--- src/rtl/fifo_arb_pkg.sv ---
// fifo_arb_pkg: shared state type, default sizes and round-robin search for the FIFO write arbiter.
package fifo_arb_pkg;

    typedef enum logic {IDLE, GRANT} arb_state_e;

    localparam int DEF_NUM_REQ    = 4;
    localparam int DEF_FIFO_WIDTH = 16;
    localparam int DEF_BURST_LEN  = 4;

    // Returns {found, idx[2:0]}: first valid index scanning from last+1, wrapping modulo n (n <= 8).
    function automatic logic [3:0] rr_pick(input logic [7:0] valid, input logic [2:0] last, input int n);
        logic [3:0] r;
        int c;
        r = '0;
        for (int k = 1; k <= 8; k++) begin
            c = (int'(last) + k) % n;
            if (k <= n && !r[3] && valid[c[2:0]])
                r = {1'b1, c[2:0]};
        end
        return r;
    endfunction

endpackage

--- src/rtl/fifo_wr_arbiter_picker.sv ---
// rr_priority_picker: combinational round-robin search starting after the given index.
module rr_priority_picker
    import fifo_arb_pkg::*;
#(
    parameter int NUM_REQ = DEF_NUM_REQ,
    parameter int IW      = 2
) (
    input  logic [NUM_REQ-1:0] valid,
    input  logic [IW-1:0]      last,
    output logic [IW-1:0]      idx,
    output logic               found
);

    logic [3:0] r;

    always_comb r = rr_pick(8'(valid), 3'(last), NUM_REQ);

    assign idx   = IW'(r[2:0]);
    assign found = r[3];

endmodule

--- src/rtl/fifo_wr_arbiter.sv ---
// fifo_wr_arbiter: round-robin burst arbiter sharing one FIFO write port between NUM_REQ producers.
// Optional per-producer beat and stall counters are built when FIFO_ARB_STATS_EN is defined.
module fifo_wr_arbiter
    import fifo_arb_pkg::*;
#(
    parameter int NUM_REQ    = DEF_NUM_REQ,
    parameter int FIFO_WIDTH = DEF_FIFO_WIDTH,
    parameter int BURST_LEN  = DEF_BURST_LEN
) (
    input  logic                          clk,
    input  logic                          rst_n,
    input  logic [NUM_REQ-1:0]            req_valid,
    input  logic [NUM_REQ*FIFO_WIDTH-1:0] req_data,
    output logic [NUM_REQ-1:0]            req_ready,
    output logic [NUM_REQ-1:0]            gnt,
    output logic [FIFO_WIDTH-1:0]         fifo_data_in,
    output logic                          fifo_wr_en,
    input  logic                          fifo_full,
    input  logic                          fifo_overflow,
    output logic                          busy,
    output logic                          err_overflow
`ifdef FIFO_ARB_STATS_EN
   ,output logic [NUM_REQ*16-1:0]         stat_beats,
    output logic [15:0]                   stat_stall
`endif
);

    localparam int IW = NUM_REQ > 1 ? $clog2(NUM_REQ) : 1;
    localparam int BW = $clog2(BURST_LEN + 1);

    arb_state_e    state, state_n;
    logic [IW-1:0] owner, owner_n, last_owner, last_owner_n, pick;
    logic [BW-1:0] beat_cnt, beat_cnt_n;
    logic          found, transfer, rel;

    // While granted the search starts after the current owner, so a release re-grants without a bubble.
    rr_priority_picker #(.NUM_REQ(NUM_REQ), .IW(IW)) u_picker (
        .valid (req_valid),
        .last  (busy ? owner : last_owner),
        .idx   (pick),
        .found (found)
    );

    assign busy         = state == GRANT;
    assign gnt          = busy ? NUM_REQ'(1) << owner : '0;
    assign transfer     = busy & req_valid[owner] & ~fifo_full;
    assign req_ready    = fifo_full ? '0 : gnt;
    assign fifo_wr_en   = transfer;
    assign fifo_data_in = busy ? req_data[int'(owner)*FIFO_WIDTH +: FIFO_WIDTH] : '0;
    assign rel          = busy & (~req_valid[owner] | (transfer & beat_cnt == BW'(BURST_LEN - 1)));

    always_comb begin
        state_n      = state;
        owner_n      = owner;
        last_owner_n = last_owner;
        beat_cnt_n   = beat_cnt;
        if (!busy) begin
            if (found) begin
                state_n    = GRANT;
                owner_n    = pick;
                beat_cnt_n = '0;
            end
        end else if (rel) begin
            last_owner_n = owner;
            beat_cnt_n   = '0;
            state_n      = found ? GRANT : IDLE;
            owner_n      = found ? pick : owner;
        end else if (transfer) begin
            beat_cnt_n = beat_cnt + BW'(1);
        end
    end

    always_ff @(posedge clk or negedge rst_n) begin
        if (!rst_n) begin
            state        <= IDLE;
            owner        <= '0;
            last_owner   <= IW'(NUM_REQ - 1);
            beat_cnt     <= '0;
            err_overflow <= 1'b0;
        end else begin
            state        <= state_n;
            owner        <= owner_n;
            last_owner   <= last_owner_n;
            beat_cnt     <= beat_cnt_n;
            err_overflow <= err_overflow | fifo_overflow;
        end
    end

`ifdef FIFO_ARB_STATS_EN
    always_ff @(posedge clk or negedge rst_n) begin
        if (!rst_n) begin
            stat_beats <= '0;
            stat_stall <= '0;
        end else begin
            for (int i = 0; i < NUM_REQ; i++)
                if (transfer && owner == IW'(i) && stat_beats[i*16 +: 16] != 16'hFFFF)
                    stat_beats[i*16 +: 16] <= stat_beats[i*16 +: 16] + 16'd1;
            if (busy && req_valid[owner] && fifo_full && stat_stall != 16'hFFFF)
                stat_stall <= stat_stall + 16'd1;
        end
    end
`endif

endmodule

--- config.mk ---
export PLATFORM = sky130hd
export DESIGN_NAME = fifo_wr_arbiter
export DESIGN_NICKNAME = d
export VERILOG_FILES = /design/src/rtl/fifo_arb_pkg.sv /design/src/rtl/fifo_wr_arbiter_picker.sv /design/src/rtl/fifo_wr_arbiter.sv
export SDC_FILE = /design/constraint.sdc
export NUM_CORES = 1
export LEC_CHECK = 0
export CAP_MARGIN = 20
export CORE_AREA = 2 2 61 63
export DETAILED_ROUTE_END_ITERATION = 10
export DIE_AREA = 0 0 63 65
export PLACE_DENSITY_LB_ADDON = 0.2
export SLEW_MARGIN = 20
export SYNTH_ARGS = -nofsm -noshare
export SYNTH_HDL_FRONTEND = slang
export SYNTH_SLANG_ARGS = --single-unit
--- constraint.sdc ---
create_clock -name clk -period 4.9 [get_ports clk]
set_input_delay 0.49 -clock clk [delete_from_list [all_inputs] [get_ports clk]]
set_output_delay 0.49 -clock clk [all_outputs]
set_load 0.005 [all_outputs]
==> flow_metrics.py, run 1 <==
metrics = {
    "outcome": {
        "status": "complete, no violations",
    },
    "grt": {
        "grt_pass1_wl_um": 6310,
        "grt_use_total_pct": 19.3,
        "antenna_found_initial": 0,
        "first_global_vias": 1353,
        "grt.overflow.total": 0,
        "grt_max_degree": 26,
    },
    "setup_path": {
        "slowest_delay_ns": 0.89,
        "cp_cell_sequence": "mux4_2 -> nand3b_1 -> inv_1 -> clkdlybuf4s50_1",
        "reg2reg_depth": 3,
        "crit_path_start_kind": "register",
        "path_class": "register to output pin",
        "critPathCaptureType": "output pin",
        "r2r_start": "owner[1]$_DFFE_PN0P_",
        "crit_slowest_cell": "dfrtp_1",
        "cp.required_ns": 4.41,
        "rr_endpoint": "owner[1]$_DFFE_PN0P_",
        "reg2reg_slack_ns": 2.67,
        "crit_fanout": 22,
        "cp.arrival_ns": 2.44,
    },
    "synth": {
        "yosys.area.top_type_share_pct": 35.5,
        "synthTopCellsByArea": "mux4_2 (36%), dfrtp_1 (16%), and2_1 (9.9%), dfstp_2 (4.9%), nor2_1 (3.1%)",
        "synth-main-ff-cell": "dfrtp_1",
        "synthArstFlopShare_pct": 100,
        "synth-seq-cells": 9,
        "synth_edf_count": 0,
        "yosys.area.top_type": "mux4_2",
        "yosys_warnings": 0,
        "synth_cells": 101,
        "syn_avg_cell_area_um2": 10.7,
        "ys_seq_area_share_pct": 21.1,
        "ys_types": 31,
        "synth_nets": 175,
        "synth_area_um2": 1080,
    },
    "final_layout": {
        "antenna_cells": 0,
        "areaGrowthSynthToFinish_pct": 96.7,
        "layout-drive-gt1-share_pct": 15.7,
        "fin_area_um2": 2120,
        "final_nets": 272,
        "utilization_pct": 60.6,
    },
    "power_and_ir_drop": {
        "p_total_uw": 858,
        "powerDensity_nw_per_um2": 405,
        "vdd.ir_drop.worst_mv": 0.361,
        "p_leak_nw": 0.802,
    },
    "min_path": {
        "whs_endpoint": "err_overflow$_DFF_PN0_",
        "worstHoldStart": "err_overflow$_DFF_PN0_",
        "hp-class": "register to register",
        "min_path_cells": 1,
    },
    "sta": {
        "fin_skew_ns": 0.00284,
        "worstMarginPinSlew_ns": 0.907,
        "tns_ns": 0,
        "rsz0062_at_grt": "false",
        "slew_violations": 0,
        "fmax_mhz": 342,
        "relSlewSlack_pct": 39.0,
        "fin_crit_ns": 2.93,
        "final_hold_viol_count": 0,
        "fin_crit_sh_pct": 59.7,
        "setup_viol": 0,
    },
    "placed_design": {
        "portBuffers": 98,
        "gp_congestion": 0.731,
        "hpwl_um": 3130,
        "post_dp_cell_area_um2": 2090,
    },
    "clocking": {
        "cts_resized": 0,
        "cts_buffers": 3,
        "cts_buffer_depth": 2,
        "post_cts_buffers": 0,
        "clkTransAtPathRegs_ns": 0.06,
        "clkLatencyLatePin_ns": 0.25,
        "ctsHtreeMaxLevel": 1,
        "clockRootBuffer": "clkbuf_4",
        "cts_tree": "built",
        "clock-sinks": 9,
        "cts_hold_buf": 0,
    },
    "routing": {
        "wl_per_cell_um": 15.3,
        "viasPerCell": 4.95,
        "drtPass1Iterations": 4,
        "wl_um": 3750,
        "drc_errors": 0,
        "via_count": 1212,
        "dr.first_iter.drc_count": 44,
        "ant_nets": 0,
    },
    "die": {
        "core_area_um2": 3500,
        "ios": 99,
        "die_w_um": 63,
        "die_h_um": 65,
        "design.die.area_um2": 4100,
        "placementRows": 22,
        "start_util_pct": 30.8,
    },
    "flow_run": {
        "max_cap_viol_count": 0,
    },
}
[critical path, delay by kind of cell, from the launching register on]
family | cells | cell delay [ns]
DFF | 1 | 0.89
muxes | 1 | 0.67
buffers and inverters | 2 | 0.48
and+or+nand+nor | 1 | 0.13
[cells in the mapped netlist, types with 3 or more instances]
master    number
and2_1        17
inv_1          6
buf_2          3
mux4_2        17
nand2b_1       3
nor3_1         5
nor2_1         9
dfrtp_1        7
clkbuf_1       3
nand2_1        4
[worst max-delay path by stage]
stage / startpoint / end / slack (ns) / cells past startpoint
2_1_floorplan: owner[0]$_DFFE_PN0P_ / fifo_data_in[10] / 3.01 / 4
3_3_place_gp: owner[0]$_DFFE_PN0P_ / fifo_data_in[3] / 2.00 / 4
3_5_place_dp: owner[0]$_DFFE_PN0P_ / fifo_data_in[3] / 1.95 / 4
4_1_cts: owner[0]$_DFFE_PN0P_ / fifo_data_in[3] / 1.67 / 4
5_1_grt: owner[1]$_DFFE_PN0P_ / fifo_wr_en / 1.81 / 4
6_report: owner[1]$_DFFE_PN0P_ / fifo_wr_en / 1.97 / 4
[placed cells by master, fill, tap and decap left out, types with 2 or more instances in the layout]
master           Yosys  routed
clkbuf_4             0       3
o21ai_2              2       2
clkdlybuf4s50_1      0      98
nor3_1               5       5
mux4_2              17      17
nor2b_1              2       2
inv_1                6       6
nand2_1              4       4
nor2_1               9       9
nand2b_1             3       3
mux2i_1              2       2
and2_1              17      17
dfstp_2              2       2
mux2_2               2       2
ha_1                 2       2
dfrtp_1              7       6
[where the power goes]
group	leakage (nW)	switching, mW	internal [mW]	total (mW)
Sequential	0.102	0.0815	0.105	0.187
Clock	0.0150	0.0251	0.0313	0.0564
Combinational	0.686	0.179	0.436	0.615
[layout make-up]
type | instances | area (um2)
Clock buffer | 4 | 26.3
Fill cell | 324 | 1380
Inverter | 6 | 22.5
Multi-Input combinational cell | 79 | 793
Sequential cell | 9 | 229
Tap cell | 48 | 60.1
Timing Repair Buffer | 99 | 988
[logic make-up after synthesis]
family,share of synthesized area (%)
AO/OA/AOI/OAI,7.43
adder cells (fa/ha/maj),2.32
buffers and inverters,5.23
flip-flops,21.1
multiplexers,40.5
AND/OR/NAND/NOR,23.3
[per-layer routing]
metal	vias to the layer above	part of all wire, %	global-route usage (%)
li1	567	-	-
met1	568	36	21.0
met2	67	52	37.0
met3	10	9.0	3.30
met4	0	2.5	7.78
met5	-	0	0
[flip-flops by register name, indices dropped and copies added, names as in the netlist]
register / count
beat_cnt: 3
err_overflow: 1
owner: 2
last_owner: 2
busy: 1
[stage by stage]
| stage | hold slack (ns) | std cells | setup WS, ns |
|---|---|---|---|
| 3_3_place_gp | 0.451 | 241 | 2.00 |
| 4_1_cts | 0.478 | 245 | 1.67 |
| 3_5_place_dp | 0.458 | 241 | 1.95 |
| 2_1_floorplan | 0.194 | 101 | 3.01 |
| 5_1_grt | 0.507 | 245 | 1.81 |
| 6_report | 0.471 | 245 | 1.97 |
Power figures use the tool's default switching activity.
==> inputs of run 2 (changes only) <==
CORE_AREA = 2 2 62 64   (was 2 2 61 63)
DIE_AREA = 0 0 64 66   (was 0 0 63 65)
clock period = 2.82 ns   (was 4.9 ns; I/O delays follow)
==> flow_metrics.py, run 2 (synthesized netlist as in run 1, its figures left out) <==
metrics = {
    "sta": {
        "relSlewSlack_pct": 74.8,
        "rsz0062_at_grt": "false",
        "final_hold_viol_count": 0,
        "fin_crit_ns": 2.28,
        "tns_ns": 0,
        "worstMarginPinSlew_ns": 0.368,
        "timing.hold.ws_ns": 0.301,
        "slew_violations": 0,
        "fin_skew_ns": 0.00500,
        "setup_viol": 0,
        "fin_crit_sh_pct": 80.9,
        "fmax_mhz": 438,
    },
    "clocking": {
        "cts_buffer_depth": 2,
        "clockRootBuffer": "clkbuf_4",
        "cts_buffers": 3,
        "cts_resized": 0,
        "post_cts_buffers": 0,
        "cts_tree": "built",
        "cts_hold_buf": 0,
        "ctsHtreeMaxLevel": 1,
        "clock-sinks": 9,
        "clkTransAtPathRegs_ns": 0.07,
        "clkLatencyLatePin_ns": 0.27,
    },
    "placed_design": {
        "hpwl_um": 3120,
        "post_dp_cell_area_um2": 2120,
        "portBuffers": 98,
        "gp_congestion": 0.751,
    },
    "setup_path": {
        "cp_cell_sequence": "buf_4 -> mux4_2 -> and2_1 -> clkdlybuf4s50_1",
        "crit_fanout": 13,
        "cp.required_ns": 2.54,
        "crit_slowest_cell": "mux4_2",
        "slowest_delay_ns": 0.52,
        "cp.arrival_ns": 2.00,
        "path_class": "register to output pin",
        "crit_path_start_kind": "register",
        "critPathCaptureType": "output pin",
    },
    "die": {
        "design.die.area_um2": 4220,
        "core_area_um2": 3550,
        "placementRows": 22,
        "start_util_pct": 30.3,
        "die_w_um": 64,
        "die_h_um": 66,
        "ios": 99,
    },
    "final_layout": {
        "multi_input_area_um2": 793,
        "final_nets": 276,
        "final_common_cell": "clkdlybuf4s50_1",
        "fillers": 313,
        "final-seq-area_um2": 228,
        "top_register": "beat_cnt",
        "most-common-layout-cells": "clkdlybuf4s50_1 (98), mux4_2 (17), and2_1 (17), nor2_1 (9), dfrtp_1 (7)",
        "areaGrowthSynthToFinish_pct": 99.5,
        "antenna_cells": 0,
        "fin_area_um2": 2150,
        "reg_top3": "beat_cnt (3), last_owner (2), owner (2)",
        "layout-drive-gt1-share_pct": 17.4,
        "largest_reg_flops": 3,
    },
    "grt": {
        "grt.overflow.total": 0,
        "first_global_vias": 1239,
        "grt_pass1_wl_um": 5720,
        "antenna_found_initial": 0,
        "grt_use_total_pct": 17.4,
        "grt_max_degree": 24,
    },
    "routing": {
        "viasPerCell": 4.87,
        "drtPass1Iterations": 2,
        "wl_per_cell_um": 14.9,
        "dr.first_iter.drc_count": 36,
        "ant_nets": 0,
        "wl_um": 3710,
        "drc_errors": 0,
        "via_count": 1212,
    },
    "outcome": {
        "status": "complete, no violations",
    },
    "power_and_ir_drop": {
        "powerDensity_nw_per_um2": 706,
        "p_leak_nw": 0.825,
        "vdd.ir_drop.worst_mv": 0.516,
    },
    "flow_run": {
        "max_cap_viol_count": 0,
    },
    "min_path": {
        "hp-class": "primary input to async pin",
    },
}
## run 2: cell types whose count changed in the layout (fill, tap and decap cells not counted)
cell      change
buf_4         +4
clkbuf_1      -1
clkinv_2      +1
dfrtp_1       +1
dfrtp_2       -1
## run 2: worst max-delay path, delay by kind of cell (launching register included)
| family | cells | cell delay [ns] |
|---|---|---|
| flops | 1 | 0.35 |
| mux | 1 | 0.52 |
| simple gates | 1 | 0.17 |
| buf+inv | 2 | 0.70 |
## run 2: where the power goes
group / switching, mW / leakage (nW) / total [mW] / internal (mW)
Sequential: 0.0275 / 0.103 / 0.211 / 0.184
Combinational: 0.432 / 0.705 / 1.21 / 0.774
Clock: 0.0487 / 0.0177 / 0.101 / 0.0524
Total: 0.508 / 0.825 / 1.52 / 1.01
## run 2: final timing paths
path | startpoint | end | slack (ns) | cells past startpoint
hold / removal | rst_n | err_overflow$_DFF_PN0_ | 0.30 | 1
min in group clk | err_overflow$_DFF_PN0_ | err_overflow$_DFF_PN0_ | 0.47 | 1
hold reg to reg | err_overflow$_DFF_PN0_ | err_overflow$_DFF_PN0_ | 0.47 | 1
max in group asynchronous | rst_n | last_owner[0]$_DFFE_PN1P_ | 2.21 | 1
setup reg to reg | busy$_DFF_PN0_ | owner[1]$_DFFE_PN0P_ | 1.06 | 5
setup / recovery | owner[0]$_DFFE_PN0P_ | fifo_data_in[3] | 0.54 | 4
## run 2: metrics by stage
stage | worst slack (ns) | cells | util (%) | total power [mW]
6_report | 0.539 | 249 | 60.5 | 1.52
2_1_floorplan | 1.14 | 101 | - | 0.889
4_1_cts | 0.509 | 249 | 60.5 | 1.54
5_1_grt | 0.441 | 249 | 60.5 | 1.63
3_3_place_gp | 0.611 | 245 | 59.8 | 1.40
3_5_place_dp | 0.578 | 245 | 59.8 | 1.43
## run 2: final cells by class
class / instances / area share [%]
clock buffer: 3 / 1.05
sequential: 9 / 10.6
timing repair buffer: 103 / 47.4
multi-input combinational: 79 / 36.9
tap: 48 / 2.79
inverter: 6 / 1.05
clock inverter: 1 / 0.233
## run 2: metal layers
layer / up-vias / wire length [um] / GRT usage [%]
met3: 2 / 297 / 3.41
met5: - / 0 / 0
met1: 576 / 1490 / 19.1
met4: 0 / 13 / 3.26
met2: 59 / 1910 / 34.5
li1: 575 / - / -
==> RTL edit 1, RTL diff (settings of run 1) <==
Build with the macro `FIFO_ARB_STATS_EN` defined.
--- a/src/rtl/fifo_wr_arbiter.sv
+++ b/src/rtl/fifo_wr_arbiter.sv
@@ -2,2 +2,4 @@
 // Optional per-producer beat and stall counters are built when FIFO_ARB_STATS_EN is defined.
+`define FIFO_ARB_STATS_EN
+
 module fifo_wr_arbiter
Function (old outputs only; new: stat_beats and stat_stall): kept (Yosys induction, for registers that start in step).
==> RTL edit 1 against run 1 <==
- the flow now stops in global placement without I/O (3_1_place_gp_skip_io)
- area after synthesis rose to 4.6 times the old value
==> RTL edit 1: results (changes against run 1) <==
[run_status]
error_line=[ERROR FLW-0024] Place density exceeds 1.0 (current PLACE_DENSITY_LB_ADDON =  0.2). Please check if the value of  PLACE_DENSITY_LB_ADDON is between 0 and 0.99.
status=aborted with a tool error
failed_stage=global placement without I/O (3_1_place_gp_skip_io)

[logic_synthesis]
synth_seq_area_share=0.4521  ; +0.2407
netlist_top_cells_area=dfrtp_1, xnor2_1, mux4_2, xor2_1, nand3_1
syn_area_per_cell_sq_um=11.11  ; +4.1%
ys_ff_latch=89  ; +80
ys.flop_type=dfrtp_1
syn_nets=523  ; +200%
ys_async_sr_fraction=1.000  ; unchanged
yosysUniqueCellTypes=55  ; +77%
synth_top_cells_by_count=dfrtp_1, xnor2_1, nand3_1
ys_warn_count=0  ; unchanged

[floorplan]
die_w_um=63  ; unchanged

[RTL edit 1: cell count changes after synthesis, sizes merged, moves of 12 or more]
cell   delta
nand3    +34
xnor2    +43
nand4    +22
and3     +18
dfrtp    +80
xor2     +25
nand2    +29
nor3     +12
[RTL edit 1: logic make-up after synthesis]
logic type / after synthesis / synth area share
AND/OR/NAND/NOR: 200 / 0.2377
flip-flops: 89 / 0.4521
XOR/XNOR: 68 / 0.1208
multiplexers: 33 / 0.1111
buffers and inverters: 24 / 0.02308
AO/OA/AOI/OAI: 23 / 0.03754
adder cells (fa/ha/maj): 7 / 0.01776
==> RTL edit 2, RTL diff (settings of run 1) <==
Made on the original files. Put one more register stage on the output `err_overflow`. The value now appears one clock later. The other outputs are not delayed to match.
--- a/src/rtl/fifo_wr_arbiter.sv
+++ b/src/rtl/fifo_wr_arbiter.sv
@@ -29,2 +29,4 @@
     localparam int BW = $clog2(BURST_LEN + 1);
+
+    logic err_overflow_s0;
 
@@ -78,3 +80,3 @@
             beat_cnt     <= '0;
-            err_overflow <= 1'b0;
+            err_overflow_s0 <= 1'b0;
         end else begin
@@ -84,3 +86,3 @@
             beat_cnt     <= beat_cnt_n;
-            err_overflow <= err_overflow | fifo_overflow;
+            err_overflow_s0 <= err_overflow_s0 | fifo_overflow;
         end
@@ -103,2 +105,6 @@
 
+    always_ff @(posedge clk) begin
+        err_overflow <= err_overflow_s0;
+    end
+
 endmodule
Formal check against the unedited RTL: not equivalent (Yosys sat finds a counterexample within 4 cycles, from zero or initial values and one cycle with rst_n low).
==> RTL edit 2 against run 1 <==
- sequential cell count is 1 higher
- synthesized cell count is 0.99% higher
- cell count is 0.41% higher
- total power is 1.2% higher
- area after synthesis is 1.9% higher
- setup slack worse by 0.037 ns
- clock skew is 0.0086 ns higher
- design area is 0.89% higher
- wire length is 0.99% higher
- critical path type unchanged
- critical endpoint unchanged
- largest cell class unchanged
- highest routed layer unchanged
==> RTL edit 2: results (changes against run 1) <==
[run_status]
status=finished, final reports clean

[pwr]
peakVddDrop_v=0.0002152  ; -40%
power_frac_seq=0.202  ; -0.016
fin_total_pwr_mw=0.8685  ; +1.2%
p_sw_mw=0.2883  ; +0.87%

[finish]
clock_area_frac=0.01229  ; -0.0001088
regArea_sq_um=247.7  ; +8.2%
fill_cells=315  ; -2.8%
final_cells=246  ; +0.41%
finalNetCount=273  ; +0.37%

[setup_path]
max_stage_delay_ns=0.91  ; +0.02 ns

[min_path]
hold_depth=0  ; -1
hold_start=err_overflow_s0

[logic_synthesis]
syn_nets=176  ; +0.57%
ys_ff_latch=10  ; +1
netlist_top_cells_area=mux4_2, dfrtp_1, and2_1, dfstp_2, nor2_1
syn_area_per_cell_sq_um=10.76  ; +0.86%
yosysUniqueCellTypes=32  ; +3.2%

[global_route]
grt_pass1_wl_um=6078  ; -3.6%
gr-usage-all-layers=0.1873  ; -0.006080
gr-usage-met2=0.3551  ; -0.01463
gr-usage-met1=0.2233  ; +0.01303

[placed_design]
dpl-instance-area_sq_um=2112  ; +0.96%
place_inst=242  ; +0.41%
pre_cts_ws_ns=2.203  ; +0.2504 ns

[drt]
drt_iter0_drc=25  ; -43%
dr_wl_met3_um=306  ; -8.9%
wirelength_um=3791  ; +0.99%

[sta]
slew-limit-headroom=0.3768  ; -0.01323

==> RTL edit 2: cell families (layout without fill, tap and decap cells) <==
kind of cell             count (synthesis)  count (layout)  synth area share
AND/OR/NAND/NOR                         46              46            0.2292
buffers and inverters                   13             109           0.05131
AO/OA/AOI/OAI                            9               9           0.07298
adder cells (fa/ha/maj)                  2               2           0.02280
multiplexers                            22              22            0.3979
flip-flops                              10              10            0.2258
==> RTL edit 2: worst max path at each step <==
| stage | from | end | slack (ns) | cells past startpoint |
|---|---|---|---|---|
| after global placement | owner[1] | fifo_wr_en | 2.23 | 4 |
| final | owner[1] | fifo_wr_en | 1.94 | 4 |
| after floorplan | owner[0] | fifo_data_in[10] | 3.01 | 4 |
| after CTS | owner[1] | fifo_wr_en | 1.92 | 4 |
| after detailed placement | owner[1] | fifo_wr_en | 2.20 | 4 |
| after global routing | owner[1] | fifo_wr_en | 1.79 | 4 |
